==> config.mk <==
export PLATFORM = sky130hd
export DESIGN_NAME = camera_config_sequencer_flat
export DESIGN_NICKNAME = d
export VERILOG_FILES = /design/src/rtl/camera_config_sequencer_if.sv /design/src/rtl/camera_config_sequencer.sv /design/src/flat_wrapper.sv
export SDC_FILE = /design/constraint.sdc
export NUM_CORES = 1
export LEC_CHECK = 0
export CAP_MARGIN = 0
export CORE_MARGIN = 2
export CORE_UTILIZATION = 41
export DETAILED_ROUTE_END_ITERATION = 8
export PLACE_DENSITY = 0.67
export SYNTH_ARGS = -nofsm -noshare
export SYNTH_HDL_FRONTEND = slang
export SYNTH_SLANG_ARGS = --single-unit
==> constraint.sdc <==
create_clock -name clk -period 2.28 [get_ports clk]
set_input_delay 0.456 -clock clk [delete_from_list [all_inputs] [get_ports clk]]
set_output_delay 0.456 -clock clk [all_outputs]
set_load 0.005 [all_outputs]
==> src/rtl/camera_config_sequencer_if.sv <==
// SCCB write-master command bundle between the config sequencer
// and the SCCB master.
interface camera_config_sequencer_if;
  logic       sccb_ready;
  logic       sccb_start;
  logic [7:0] sccb_reg;
  logic [7:0] sccb_val;
  logic       sccb_nack;

  modport master (
    input  sccb_ready,
    input  sccb_nack,
    output sccb_start,
    output sccb_reg,
    output sccb_val
  );

  modport slave (
    output sccb_ready,
    output sccb_nack,
    input  sccb_start,
    input  sccb_reg,
    input  sccb_val
  );
endinterface

==> src/rtl/camera_config_sequencer.sv <==
// Walks the camera config ROM and issues one SCCB write per entry,
// handling delay/end escape codes and NACK retries.
module camera_config_sequencer #(
  parameter int DELAY_CYCLES = 2_500_000,
  parameter int MAX_RETRY    = 3
) (
  input  logic                              clk,
  input  logic                              rst,
  input  logic                              start,
  output logic [7:0]                        rom_addr,
  input  logic [15:0]                       rom_data,
  camera_config_sequencer_if.master         sccb,
  output logic                              busy,
  output logic                              done,
  output logic                              error
);

  localparam int CW = (DELAY_CYCLES > 1) ? $clog2(DELAY_CYCLES) : 1;
  localparam int RW = $clog2(MAX_RETRY + 1) + 1;
  localparam logic [CW-1:0] DLY_LOAD = CW'(DELAY_CYCLES - 1);
  localparam logic [RW-1:0] RETRY_MAX = RW'(MAX_RETRY);

  localparam logic [15:0] CODE_END = 16'hFFFF;
  localparam logic [15:0] CODE_DLY = 16'hFFF0;

  typedef enum logic [3:0] {
    S_IDLE,
    S_FETCH,
    S_DECODE,
    S_ISSUE,
    S_WAIT_ACCEPT,
    S_WAIT_DONE,
    S_DELAY,
    S_NEXT,
    S_DONE
  } state_t;

  state_t        r_state;
  logic [7:0]    r_rom_addr;
  logic [15:0]   r_word;
  logic          r_fetch;
  logic [CW-1:0] r_cnt;
  logic [RW-1:0] r_retry;
  logic          r_sccb_start;
  logic [7:0]    r_sccb_reg;
  logic [7:0]    r_sccb_val;
  logic          r_busy;
  logic          r_done;
  logic          r_error;

  logic w_is_end;
  logic w_is_dly;

  assign w_is_end = (r_word == CODE_END);
  assign w_is_dly = (r_word == CODE_DLY);

  assign rom_addr        = r_rom_addr;
  assign sccb.sccb_start = r_sccb_start;
  assign sccb.sccb_reg   = r_sccb_reg;
  assign sccb.sccb_val   = r_sccb_val;
  assign busy            = r_busy;
  assign done            = r_done;
  assign error           = r_error;

  always_ff @(posedge clk) begin
    if (rst) begin
      r_state      <= S_IDLE;
      r_rom_addr   <= '0;
      r_word       <= '0;
      r_fetch      <= 1'b0;
      r_cnt        <= '0;
      r_retry      <= '0;
      r_sccb_start <= 1'b0;
      r_sccb_reg   <= '0;
      r_sccb_val   <= '0;
      r_busy       <= 1'b0;
      r_done       <= 1'b0;
      r_error      <= 1'b0;
    end else begin
      r_sccb_start <= 1'b0;
      unique case (r_state)
        S_IDLE: begin
          if (start) begin
            r_done     <= 1'b0;
            r_error    <= 1'b0;
            r_retry    <= '0;
            r_rom_addr <= '0;
            r_fetch    <= 1'b0;
            r_busy     <= 1'b1;
            r_state    <= S_FETCH;
          end
        end
        // cycle 1: ROM samples address; cycle 2: ROM output valid
        S_FETCH: begin
          if (r_fetch) begin
            r_word  <= rom_data;
            r_fetch <= 1'b0;
            r_state <= S_DECODE;
          end else begin
            r_fetch <= 1'b1;
          end
        end
        S_DECODE: begin
          unique case (1'b1)
            w_is_end: r_state <= S_DONE;
            w_is_dly: begin
              r_cnt   <= DLY_LOAD;
              r_state <= S_DELAY;
            end
            default: begin
              r_sccb_reg <= r_word[15:8];
              r_sccb_val <= r_word[7:0];
              r_state    <= S_ISSUE;
            end
          endcase
        end
        S_ISSUE: begin
          if (sccb.sccb_ready) begin
            r_sccb_start <= 1'b1;
            r_state      <= S_WAIT_ACCEPT;
          end
        end
        S_WAIT_ACCEPT: begin
          if (!sccb.sccb_ready) r_state <= S_WAIT_DONE;
        end
        S_WAIT_DONE: begin
          if (sccb.sccb_ready) begin
            if (!sccb.sccb_nack) begin
              r_retry <= '0;
              r_state <= S_NEXT;
            end else if (r_retry < RETRY_MAX) begin
              r_retry <= r_retry + 1'b1;
              r_state <= S_ISSUE;
            end else begin
              r_error <= 1'b1;
              r_busy  <= 1'b0;
              r_state <= S_IDLE;
            end
          end
        end
        S_DELAY: begin
          if (r_cnt == '0) begin
            r_state <= S_NEXT;
          end else begin
            r_cnt <= r_cnt - 1'b1;
          end
        end
        // address 255 is the last entry; never wrap back to 0
        S_NEXT: begin
          if (r_rom_addr == 8'hFF) begin
            r_state <= S_DONE;
          end else begin
            r_rom_addr <= r_rom_addr + 8'd1;
            r_fetch    <= 1'b0;
            r_state    <= S_FETCH;
          end
        end
        S_DONE: begin
          r_done  <= 1'b1;
          r_busy  <= 1'b0;
          r_state <= S_IDLE;
        end
        default: r_state <= S_IDLE;
      endcase
    end
  end

endmodule

==> src/flat_wrapper.sv <==
// flat-port wrapper written by rule: the top's interface ports become plain ports
module camera_config_sequencer_flat 
#(
  parameter int DELAY_CYCLES = 2_500_000,
  parameter int MAX_RETRY    = 3
)
  (clk, rst, start, rom_addr, rom_data, busy, done, error, sccb_sccb_ready, sccb_sccb_nack, sccb_sccb_start, sccb_sccb_reg, sccb_sccb_val);
  camera_config_sequencer_if sccb_i ();
  input  logic clk;
  input  logic rst;
  input  logic start;
  output logic [7:0] rom_addr;
  input  logic [15:0] rom_data;
  output logic busy;
  output logic done;
  output logic error;
  input wire logic [$bits(sccb_i.sccb_ready)-1:0] sccb_sccb_ready;
  input wire logic [$bits(sccb_i.sccb_nack)-1:0] sccb_sccb_nack;
  output wire logic [$bits(sccb_i.sccb_start)-1:0] sccb_sccb_start;
  output wire logic [$bits(sccb_i.sccb_reg)-1:0] sccb_sccb_reg;
  output wire logic [$bits(sccb_i.sccb_val)-1:0] sccb_sccb_val;
  assign sccb_i.sccb_ready = sccb_sccb_ready;
  assign sccb_i.sccb_nack = sccb_sccb_nack;
  assign sccb_sccb_start = sccb_i.sccb_start;
  assign sccb_sccb_reg = sccb_i.sccb_reg;
  assign sccb_sccb_val = sccb_i.sccb_val;
  camera_config_sequencer #(.DELAY_CYCLES(DELAY_CYCLES), .MAX_RETRY(MAX_RETRY)) u_core (.clk(clk), .rst(rst), .start(start), .rom_addr(rom_addr), .rom_data(rom_data), .sccb(sccb_i), .busy(busy), .done(done), .error(error));
endmodule
==> metrics.md <==
| Metric | Value |
|---|---|
| DRT Pass-1 Iters | `4` |
| TritonCTS clock tree | `yes` |
| Detailed Place HPWL | `around 5.6 mm` |
| Worst-Margin Slew | `between 0.5 and 0.6 ns` |
| Die H | `between 90 and 100 µm` |
| Sequential fraction of design power | `a little over two fifths` |
| Max Clock Freq | `around 470 MHz` |
| Power, Total | `between 3 and 4 mW` |
| Yosys warning count | `0` |
| Rel. slew slack | `a little over three fifths` |
| Pleak | `1.52 nW` |
| Unrepaired setup endpoints after global routing | `no` |
| Clk_lat worst skew | `0.35 ns` |
| Synth Area in XOR/XNOR | `under 10%` |
| Combinational share of power | `roughly a fifth` |
| Yosys cell types | `55` |
| Worst Hold Class | `reg -> reg` |
| Tcrit/Tclk final | `between 90% and 100%` |
| Synth Net Count | `429` |
| Sequential share of the synthesized area | `42.2%` |
| Number of global-route vias before repair | `2786` |
| Initial core utilization | `~42%` |
| Count of final setup violators | `0` |
| Max Root-Sink Buffers | `2` |
| Post-synthesis simple-gate area fraction | `27.8%` |
| Mapped Cells | `405` |
| Clock power frac | `about a third` |
| H-tree levels | `3` |
| Top Ports | `49` |
| Clock skew | `between 0.01 and 0.015 ns` |
| Hold buffers post-CTS | `0` |
| Endpoints failing hold | `0` |
| Post-route ant nets | `0` |
| Switching power | `950 µW` |
| Core area | `0.00826 mm²` |
| CTS resizes | `0` |
| Synth Area in Adders | `~1.1%` |
| Worst setup SP type | `flop` |
| Req. time, crit path | `2.50 ns` |
| Worst setup path class | `reg -> reg` |
| Main synth FF type | `dfxtp_1` |
| Via-per-instance ratio | `around 5.4` |
| GP Congestion | `0.802` |
| Number of synthesized flops with an enable pin | `0` |
| Clock-pin slew on the worst setup and hold paths | `~0.09 ns` |
| CP endpoint kind | `flop` |
| Int Power | `between 2 and 2.5 mW` |
| Switching Fraction | `29.3%` |
| Initial antenna violation count | `0` |
| Peak VDD IR | `410 µV` |
| Sink Count | `74` |
| Fillers | `approximately 810` |
| WL final | `roughly 8 mm` |
| Largest cells by area after synthesis | `dfxtp_1, mux2i_1, nand2_1` |
| Slew Limit Fails | `0` |
| Largest family of logic cells by synthesized area | `simple AND/OR/NAND/NOR gates` |
| Largest area contributor in the netlist | `dfxtp_1` |
| Layout area overhead | `24.7%` |
| Largest register FFs | `22` |
| Std-Cell Rows | `33` |
| Number of DRC markers in iteration 0 | `112` |
| Reg with most FFs | `u_core.r_cnt` |
| Clock period minus final worst setup slack | `2.14 ns` |
| Synth Area in Compound Gates | `between 10% and 20%` |
| Layout cell share with drive strength beyond 1 | `between 10% and 20%` |
| Routed vias | `between 3000 and 4000` |
| I/O Buffers | `48` |
| Max_cap viols | `0` |
| Die area | `0.00931 mm²` |
| Share of flip-flops with an asynchronous set or reset | `0%` |
| Synth top area share | `a little over two fifths` |
| Synthesized flop and latch total | `74` |
| Biggest regs | `u_core.r_cnt (22), u_core.r_word (16)` |
| Pin count of the biggest net entering global routing | `24` |
| Residual DRC | `0` |
| Post-synthesis instance area | `roughly 0.0035 mm²` |
| Gr usage total | `approximately 18%` |
| CTS Buf Count | `9` |
| ANT cells | `0` |
| First-pass GRT wire length | `~13 mm` |
| Final setup TNS | `0 ns` |
| Power Dens Cells | `approximately 740 mW/mm²` |
| # Post-CTS Setup Buffers | `0` |
| Root buf cell | `clkbuf_8` |
| Final nets | `about 500` |
| Die width | `96.5 µm` |
| Avg Cell Area, Syn | `slightly below 9 µm²` |
| Mux share of post-synthesis cell area | `under 10%` |
| Grt total ovfl | `0` |
| Crit path max fanout | `12` |
| Wire length per cell | `about 14 µm` |
| Status | `finished, final reports clean` |
| Arr. time, crit path | `2.35 ns` |
[per-layer routing]
layer,wire length [µm],GRT usage (%),part of all wire (%),vias to the layer above
met5,0,0,0,-
met4,65,5.75,0.83,0
met3,289,4.65,3.7,4
met2,3650,28.5,47,60
met1,3780,23.1,49,1459
li1,-,-,-,1566
[worst paths after layout]
path                             startpoint                             end  slack, ns  cells past startpoint
min          u_core.r_word[14]$_SDFFE_PP0P_  u_core.r_word[14]$_SDFFE_PP0P_       0.47                      2
max reg2reg   u_core.r_cnt[17]$_SDFFE_PP0P_    u_core.r_cnt[4]$_SDFFE_PP0P_       0.14                      5
max           u_core.r_cnt[17]$_SDFFE_PP0P_    u_core.r_cnt[4]$_SDFFE_PP0P_       0.14                      5
min reg2reg  u_core.r_word[14]$_SDFFE_PP0P_  u_core.r_word[14]$_SDFFE_PP0P_       0.47                      2
[critical path, cell delays in order (launching register included)]
cell and delay [ns]:
dfxtp_1 0.36, or4_4 0.58, nor4b_4 0.48, a21oi_4 0.20, a311oi_1 0.31, a211oi_1 0.08
[Yosys cell counts, drive strengths merged (2+ instances only)]
master and count:
a21o 2, nor2 51, or3 2, o21ai 9, clkbuf 18, o21a 2
a2111oi 3, a211oi 10, or4 6, a22oi 3, dfxtp 74, a21boi 2
or2 2, and2 2, nor4 14, nor3 16, a311oi 3, nand3b 5
a21bo 2, nand2 51, a21oi 36, mux2i 21, ha 3, nor2b 2
buf 2, nand3 10, nor4b 4, xnor2 16, nand4 7, inv 5
nand2b 3, o31ai 2, or3b 2, and4bb 2
[kinds of logic (layout without fill, tap and decap cells)]
| family | Yosys count | in the layout |
|---|---|---|
| AOI/OAI and AO/OA | 77 | 77 |
| xor gates and xnor gates | 17 | 17 |
| adders and majority gates | 3 | 3 |
| buffers and inverters | 25 | 88 |
| DFF | 74 | 74 |
| muxes | 22 | 22 |
| and+or+nand+nor | 187 | 187 |
[per-stage QoR]
stage | util, % | instances | worst slack (ns) | cell area, µm² | hold slack [ns]
2_1_floorplan | - | 405 | 0.216 | 3510 | 0.449
3_3_place_gp | 50.1 | 557 | 0.0925 | 4140 | 0.461
3_5_place_dp | 50.1 | 557 | 0.0720 | 4140 | 0.465
4_1_cts | 52.8 | 573 | 0.117 | 4360 | 0.477
5_1_grt | 53.0 | 573 | 0.0174 | 4370 | 0.488
6_report | 53.0 | 573 | 0.144 | 4370 | 0.474
[layout make-up]
| cell class | instances | area, µm² | area share [%] |
|---|---|---|---|
| Multi-Input combinational cell | 306 | 1900 | 43.4 |
| Sequential cell | 74 | 1480 | 33.9 |
| Timing Repair Buffer | 67 | 618 | 14.1 |
| Tap cell | 105 | 131 | 3.00 |
| Clock buffer | 9 | 124 | 2.83 |
| Clock inverter | 7 | 100 | 2.29 |
| Inverter | 5 | 18.8 | 0.429 |
[layout by cell type (no fill, tap or decap), types with 3 or more instances in the layout]
| cell type | n |
|---|---|
| clkbuf_8 | 9 |
| or4_1 | 4 |
| nand4_1 | 7 |
| nor4_1 | 14 |
| buf_4 | 19 |
| o21ai_0 | 9 |
| nand2b_1 | 3 |
| xnor2_1 | 16 |
| nand3_1 | 10 |
| mux2i_1 | 21 |
| dfxtp_1 | 74 |
| a211oi_1 | 10 |
| nand3b_1 | 5 |
| a311oi_1 | 3 |
| nand2_1 | 51 |
| a21oi_2 | 3 |
| inv_1 | 5 |
| a21oi_1 | 32 |
| clkdlybuf4s50_1 | 47 |
| ha_1 | 3 |
| nor4b_1 | 3 |
| nor2_1 | 50 |
| a22oi_1 | 3 |
| nor3_1 | 16 |
[power groups by stage]
stage	clock (mW)	combinational (mW)	sequential, mW
after floorplan	0	0.526	1.41
after CTS	1.17	0.680	1.42
final	1.14	0.677	1.43
after detailed placement	0	0.676	1.45
after global placement	0	0.662	1.45
after global routing	1.23	0.748	1.44
(Power assumes the default switching activity.)
